--- config.mk ---
export PLATFORM = sky130hd
export DESIGN_NAME = canvas_cursor_engine
export DESIGN_NICKNAME = d
export VERILOG_FILES = /design/src/rtl/canvas_pkg.sv /design/src/rtl/canvas_btn_conditioner.sv /design/src/rtl/canvas_cursor_engine.sv
export SDC_FILE = /design/constraint.sdc
export NUM_CORES = 1
export LEC_CHECK = 0
export CORE_MARGIN = 2
export CORE_UTILIZATION = 58
export CTS_CLUSTER_DIAMETER = 80
export DETAILED_ROUTE_END_ITERATION = 10
export PLACE_DENSITY = 0.79
export SLEW_MARGIN = 40
export SYNTH_ARGS = -nofsm -noshare
export SYNTH_HDL_FRONTEND = slang
export SYNTH_SLANG_ARGS = --single-unit
--- constraint.sdc ---
create_clock -name clk -period 2.62 [get_ports clk]
set_input_delay 0.524 -clock clk [delete_from_list [all_inputs] [get_ports clk]]
set_output_delay 0.524 -clock clk [all_outputs]
set_load 0.02 [all_outputs]
--- src/rtl/canvas_pkg.sv ---
// Shared constants and types for the canvas cursor engine: button bit
// positions, 3-bit {R,G,B} colour codes and the write-request FSM state.
package canvas_pkg;
  localparam int UP    = 3;
  localparam int DOWN  = 2;
  localparam int RIGHT = 1;
  localparam int LEFT  = 0;

  localparam logic [2:0] C_BLACK   = 3'b000;
  localparam logic [2:0] C_ERASE   = 3'b000;
  localparam logic [2:0] C_BLUE    = 3'b001;
  localparam logic [2:0] C_GREEN   = 3'b010;
  localparam logic [2:0] C_CYAN    = 3'b011;
  localparam logic [2:0] C_RED     = 3'b100;
  localparam logic [2:0] C_MAGENTA = 3'b101;
  localparam logic [2:0] C_YELLOW  = 3'b110;
  localparam logic [2:0] C_WHITE   = 3'b111;

  typedef enum logic {IDLE, PEND} state_e;
endpackage

--- src/rtl/canvas_btn_conditioner.sv ---
// One direction button: 2-FF synchroniser, counter debounce, and a step
// pulse on the debounced rising edge plus delayed auto-repeat while held.
module canvas_btn_conditioner #(
  parameter int DEBOUNCE_CYC = 16,
  parameter int REPEAT_DELAY = 64,
  parameter int REPEAT_RATE  = 16
) (
  input  logic clk,
  input  logic rst_n,
  input  logic btn_i,
  output logic step_o
);
  localparam int DW   = $clog2(DEBOUNCE_CYC + 1);
  localparam int HMAX = (REPEAT_DELAY > REPEAT_RATE) ? REPEAT_DELAY : REPEAT_RATE;
  localparam int HW   = $clog2(HMAX + 1);

  logic [1:0]    sync_q;
  logic          deb_q, deb_d, deb_prev_q;
  logic [DW-1:0] dcnt_q, dcnt_d;
  logic [HW-1:0] hcnt_q, hcnt_d;
  logic          rep_q, rep_d;
  logic          edge_s, rpt_s;

  always_comb begin
    deb_d  = deb_q;
    dcnt_d = '0;
    if (sync_q[1] != deb_q) begin
      if (dcnt_q == DW'(DEBOUNCE_CYC - 1)) deb_d = sync_q[1];
      else                                 dcnt_d = dcnt_q + DW'(1);
    end

    // hcnt counts cycles since the last step; rep_q selects delay vs rate
    edge_s = deb_q & ~deb_prev_q;
    rpt_s  = deb_q & ~edge_s &
             (rep_q ? (hcnt_q == HW'(REPEAT_RATE)) : (hcnt_q == HW'(REPEAT_DELAY)));
    hcnt_d = hcnt_q + HW'(1);
    rep_d  = rep_q;
    if (!deb_q) begin
      hcnt_d = '0;
      rep_d  = 1'b0;
    end else if (rpt_s) begin
      hcnt_d = HW'(1);
      rep_d  = 1'b1;
    end
  end

  assign step_o = edge_s | rpt_s;

  always_ff @(posedge clk or negedge rst_n) begin
    if (!rst_n) begin
      sync_q     <= '0;
      deb_q      <= 1'b0;
      deb_prev_q <= 1'b0;
      dcnt_q     <= '0;
      hcnt_q     <= '0;
      rep_q      <= 1'b0;
    end else begin
      sync_q     <= {sync_q[0], btn_i};
      deb_q      <= deb_d;
      deb_prev_q <= deb_q;
      dcnt_q     <= dcnt_d;
      hcnt_q     <= hcnt_d;
      rep_q      <= rep_d;
    end
  end
endmodule

--- src/rtl/canvas_cursor_engine.sv ---
// Cursor position on a GRID_W x GRID_H grid driven by conditioned buttons;
// each accepted move emits one pixel-write request over valid/ready.
module canvas_cursor_engine
  import canvas_pkg::*;
#(
  parameter int GRID_W       = 16,
  parameter int GRID_H       = 16,
  parameter int DEBOUNCE_CYC = 16,
  parameter int REPEAT_DELAY = 64,
  parameter int REPEAT_RATE  = 16,
  localparam int XW = (GRID_W > 1) ? $clog2(GRID_W) : 1,
  localparam int YW = (GRID_H > 1) ? $clog2(GRID_H) : 1
) (
  input  logic          clk,
  input  logic          rst_n,
  input  logic [3:0]    buttons,
  input  logic [2:0]    color,
  input  logic          brush,
  input  logic          wr_ready,
  output logic          wr_valid,
  output logic [XW-1:0] wr_x,
  output logic [YW-1:0] wr_y,
  output logic [2:0]    wr_color,
  output logic [XW-1:0] cur_x,
  output logic [YW-1:0] cur_y
);
  localparam logic [XW-1:0] XMAX = XW'(GRID_W - 1);
  localparam logic [YW-1:0] YMAX = YW'(GRID_H - 1);

  logic [3:0] step;

  for (genvar i = 0; i < 4; i++) begin : g_btn
    canvas_btn_conditioner #(
      .DEBOUNCE_CYC(DEBOUNCE_CYC),
      .REPEAT_DELAY(REPEAT_DELAY),
      .REPEAT_RATE (REPEAT_RATE)
    ) u_cond (
      .clk   (clk),
      .rst_n (rst_n),
      .btn_i (buttons[i]),
      .step_o(step[i])
    );
  end

  state_e        state_q, state_d;
  logic [XW-1:0] cur_x_q, cur_x_d, wr_x_q, wr_x_d, nx;
  logic [YW-1:0] cur_y_q, cur_y_d, wr_y_q, wr_y_d, ny;
  logic [2:0]    wr_color_q, wr_color_d;
  logic          move;

  always_comb begin
    nx = cur_x_q;
    if (step[RIGHT] && !step[LEFT] && cur_x_q != XMAX)   nx = cur_x_q + XW'(1);
    else if (step[LEFT] && !step[RIGHT] && cur_x_q != '0) nx = cur_x_q - XW'(1);
    // y = 0 is the top row: down increments
    ny = cur_y_q;
    if (step[DOWN] && !step[UP] && cur_y_q != YMAX)     ny = cur_y_q + YW'(1);
    else if (step[UP] && !step[DOWN] && cur_y_q != '0)  ny = cur_y_q - YW'(1);
    move = (nx != cur_x_q) || (ny != cur_y_q);

    state_d    = state_q;
    cur_x_d    = cur_x_q;
    cur_y_d    = cur_y_q;
    wr_x_d     = wr_x_q;
    wr_y_d     = wr_y_q;
    wr_color_d = wr_color_q;
    // A stalled request drops concurrent moves; a completing one may reload.
    if (move && (state_q == IDLE || wr_ready)) begin
      state_d    = PEND;
      cur_x_d    = nx;
      cur_y_d    = ny;
      wr_x_d     = nx;
      wr_y_d     = ny;
      wr_color_d = brush ? color : C_ERASE;
    end else if (state_q == PEND && wr_ready) begin
      state_d = IDLE;
    end
  end

  always_ff @(posedge clk or negedge rst_n) begin
    if (!rst_n) begin
      state_q    <= IDLE;
      cur_x_q    <= XW'(GRID_W / 2);
      cur_y_q    <= YW'(GRID_H / 2);
      wr_x_q     <= '0;
      wr_y_q     <= '0;
      wr_color_q <= '0;
    end else begin
      state_q    <= state_d;
      cur_x_q    <= cur_x_d;
      cur_y_q    <= cur_y_d;
      wr_x_q     <= wr_x_d;
      wr_y_q     <= wr_y_d;
      wr_color_q <= wr_color_d;
    end
  end

  assign wr_valid = (state_q == PEND);
  assign wr_x     = wr_x_q;
  assign wr_y     = wr_y_q;
  assign wr_color = wr_color_q;
  assign cur_x    = cur_x_q;
  assign cur_y    = cur_y_q;
endmodule
==> impl_results.md <==
* Status: completed
* Synthesis-to-finish area growth at 14.3%
* RSZ-0062 raised after global routing: no
* R2r worst-path depth at 6
* CP top delay family: compound AO/OA/AOI/OAI gates
* Final ANT Viol Nets at 0
* Initial antenna violation count at 0
* CP bufs+invs at 0
* Largest net degree at the start of global routing at 40
* Initial Utilization at 0.607
* Worst-path maximum fanout at 11
* Die X-Extent at 86.2 µm
* DRT Pass-1 Iters at 4
* CTS Buf Count at 9
* Synth Cell Area at 0.00392 mm²
* Fillers at 496
* Yosys warning count at 0
* Clk_skew at 11.1 ps
* Vias in the first global route at 2,635
* Clk slew on worst S/H paths at 80 ps
* Worst min-delay path class: in2async
* Syn Inst Count at 365
* Setup ws final at 154 ps
* Worst reg2reg path endpoint: wr_x[3]
* Top FF cell, synth: dfrtp_1
* GP Congestion at 0.850
* Synth Register Bits at 82
* Syn Nets at 392
* IO buf count at 30
* Avg Vias per Cell at 5.56
* CP max stage cell: or4_1
* DRT iter0 DRCs at 137
* Die height at 86.2 µm
* Register-to-Register Setup Slack at 150 ps
* Tightest Pin Transition at 551 ps
* Syn Area/Cell at 10.7 µm²
* HPWL Detailed at 4.69 mm
* Critical path depth at 6
* Post-synthesis sequential area ratio at 0.524
* Fin util at 0.694
* CTS hold repair buffers at 0
* Reg2Reg Launch Point: g_btn[3].u_cond.hcnt_q[3]
* CTS tree: done
* Number of synthesized flops with an enable pin at 0
* Setup Fix Bufs, Post-CTS at 0
* Final Cycle Share at 0.941
* Critical Path End Type: flop
* Crit path from: g_btn[3].u_cond.hcnt_q[3]
* Startpoint Class: flop
* Peak Freq at 0.406 GHz
* Total negative slack at 0 ps
* Clock Path Buffers at 2
* Leak at 2.08 nW
* Setup CP Type: reg2reg
* Total of max-cap violations at 0
* Share of layout cells above drive strength 1 at 0.0744
* WL/cell at 13.5 µm
* GRT overflow at 0
* Final Max Tran Viols at 0
* CP endpoint: wr_x[3]
* Post-synth ARST share at 1.00
* Net total in the final layout at 427
* DRC at 0
* # setup viols final at 0
* Crit-path cells: nor4b_2 -> o2111a_1 -> o211ai_1 -> o2111a_1 -> or4_1 -> o21a_1
* Clk sinks at 82
* Pwr dens at 554 mW/mm²
* Hold Violations, Final at 0
* Most frequent CP cell: o2111a_1
* Worst-Skew Late Latency at 340 ps
* Root Driver: clkbuf_8
* WHS at 139 ps
* Slew headroom at 0.630
* Resize count post-CTS at 0
* Row count at 29
* Global Route Usage Sum at 0.198
* Yosys cell types at 50
* Core ar. at 0.00646 mm²
* Die Area at 0.00743 mm²
* Crit path DAT at 2710 ps
* Tmin final at 2470 ps
* Antenna Cells at 0
* Io pins at 31
* VDD IR max at 313 µV
* Total wire length at 6.48 mm
* CP max stage delay at 560 ps
* DP Worst Slack at 219 ps
* Detailed-route via count at 2,669
* CP required at 2860 ps
* First-pass GRT wire length at 11.6 mm
* Htree depth at 3
[cells in the mapped netlist (6+ instances only)]
cell type / number / area share
and3_1: 12 / 0.019
ha_1: 16 / 0.051
o21ai_0: 11 / 0.014
nand3_1: 20 / 0.026
xnor2_1: 14 / 0.031
nand2_1: 26 / 0.025
xor2_1: 20 / 0.045
inv_1: 20 / 0.019
dfrtp_1: 80 / 0.51
and2_1: 6 / 0.0096
buf_4: 6 / 0.011
nor2_1: 41 / 0.039
[per-stage QoR]
step | total power, mW | instance area, µm² | std cells
floorplan | 1.53 | 3920 | 365
CTS | 2.52 | 4480 | 480
finish | 2.48 | 4480 | 480
global route | 2.61 | 4480 | 480
detailed placement | 1.64 | 4300 | 466
global placement | 1.63 | 4300 | 466
[layout make-up]
cell class              instances  area (µm²)  share of cell area
inverters                      20        75.1              0.0168
repair buffers                 37         363              0.0810
multi-input cells             250        1710               0.381
flip-flops and latches         82        2050               0.459
well taps                      77        96.3              0.0215
clock buffers                  12         145              0.0324
clock inverters                 2        38.8             0.00866
[how the worst min path moves through the flow]
| stage | startpoint | to | depth (start not counted) |
|---|---|---|---|
| 6_report | rst_n | wr_color[2] | 1 |
| 5_1_grt | rst_n | wr_color[1] | 1 |
| 4_1_cts | rst_n | wr_color[1] | 1 |
| 3_5_place_dp | g_btn[3].u_cond.sync_q[0] | g_btn[3].u_cond.sync_q[1] | 0 |
| 3_3_place_gp | g_btn[3].u_cond.sync_q[0] | g_btn[3].u_cond.sync_q[1] | 0 |
| 2_1_floorplan | rst_n | cur_x[0] | 0 |
[registers in the layout, indices dropped and copies added (netlist names)]
register / flops
g_btn.u_cond.deb_prev_q: 4
cur_x: 4
wr_valid: 1
g_btn.u_cond.deb_q: 4
g_btn.u_cond.dcnt_q: 20
wr_y: 1
cur_y: 4
g_btn.u_cond.hcnt_q: 28
wr_x: 1
g_btn.u_cond.sync_q: 8
wr_color: 3
g_btn.u_cond.rep_q: 4
[power by group]
group | internal, mW | total [mW] | switching (mW)
Sequential | 1.31 | 1.35 | 0.0408
Combinational | 0.126 | 0.269 | 0.143
Clock | 0.459 | 0.867 | 0.409
[routing by layer]
metal / track usage / part of all wire / vias to the layer above
met2: 0.315 / 0.46 / 49
met3: 0.0333 / 0.034 / 11
met1: 0.266 / 0.49 / 1276
met5: 0 / 0 / -
li1: - / - / 1333
met4: 0.0952 / 0.020 / 0
[kinds of logic (layout without fill, tap and decap cells)]
| family | count (synthesis) | after routing | synth area share |
|---|---|---|---|
| DFF | 82 | 82 | 0.524 |
| buffers and inverters | 33 | 71 | 0.0399 |
| xor gates and xnor gates | 34 | 34 | 0.0760 |
| adders and majority gates | 16 | 16 | 0.0511 |
| AOI/OAI and AO/OA | 56 | 56 | 0.106 |
| muxes | 6 | 6 | 0.0166 |
| and+or+nand+nor | 138 | 138 | 0.186 |
[cells in the final DEF (no fill, tap or decap), types with 3 or more instances in the layout]
master           synthesis  final
o21ai_0                 11     11
and2_1                   6      6
xor2_1                  20     20
clkbuf_8                 0     10
buf_4                    6      7
a21boi_0                 4      4
and3b_1                  4      4
xnor2_1                 14     14
ha_1                    16     16
o31ai_1                  5      5
a21oi_1                  4      4
o2111a_1                 4      4
nor2b_1                  4      4
dfrtp_1                 80     80
mux2_2                   4      4
nor3b_1                  5      5
a211oi_1                 5      5
o211ai_1                 4      4
nand2b_1                 4      4
nand2_1                 26     26
nand3_1                 20     20
a31oi_1                  3      3
o2111ai_1                3      3
nor2_1                  41     41
nor3_1                   3      3
and3_1                  12     12
clkdlybuf4s50_1          0     29
inv_1                   20     20
nor4_1                   3      3
Note: power is estimated with default switching activity, not from simulation.
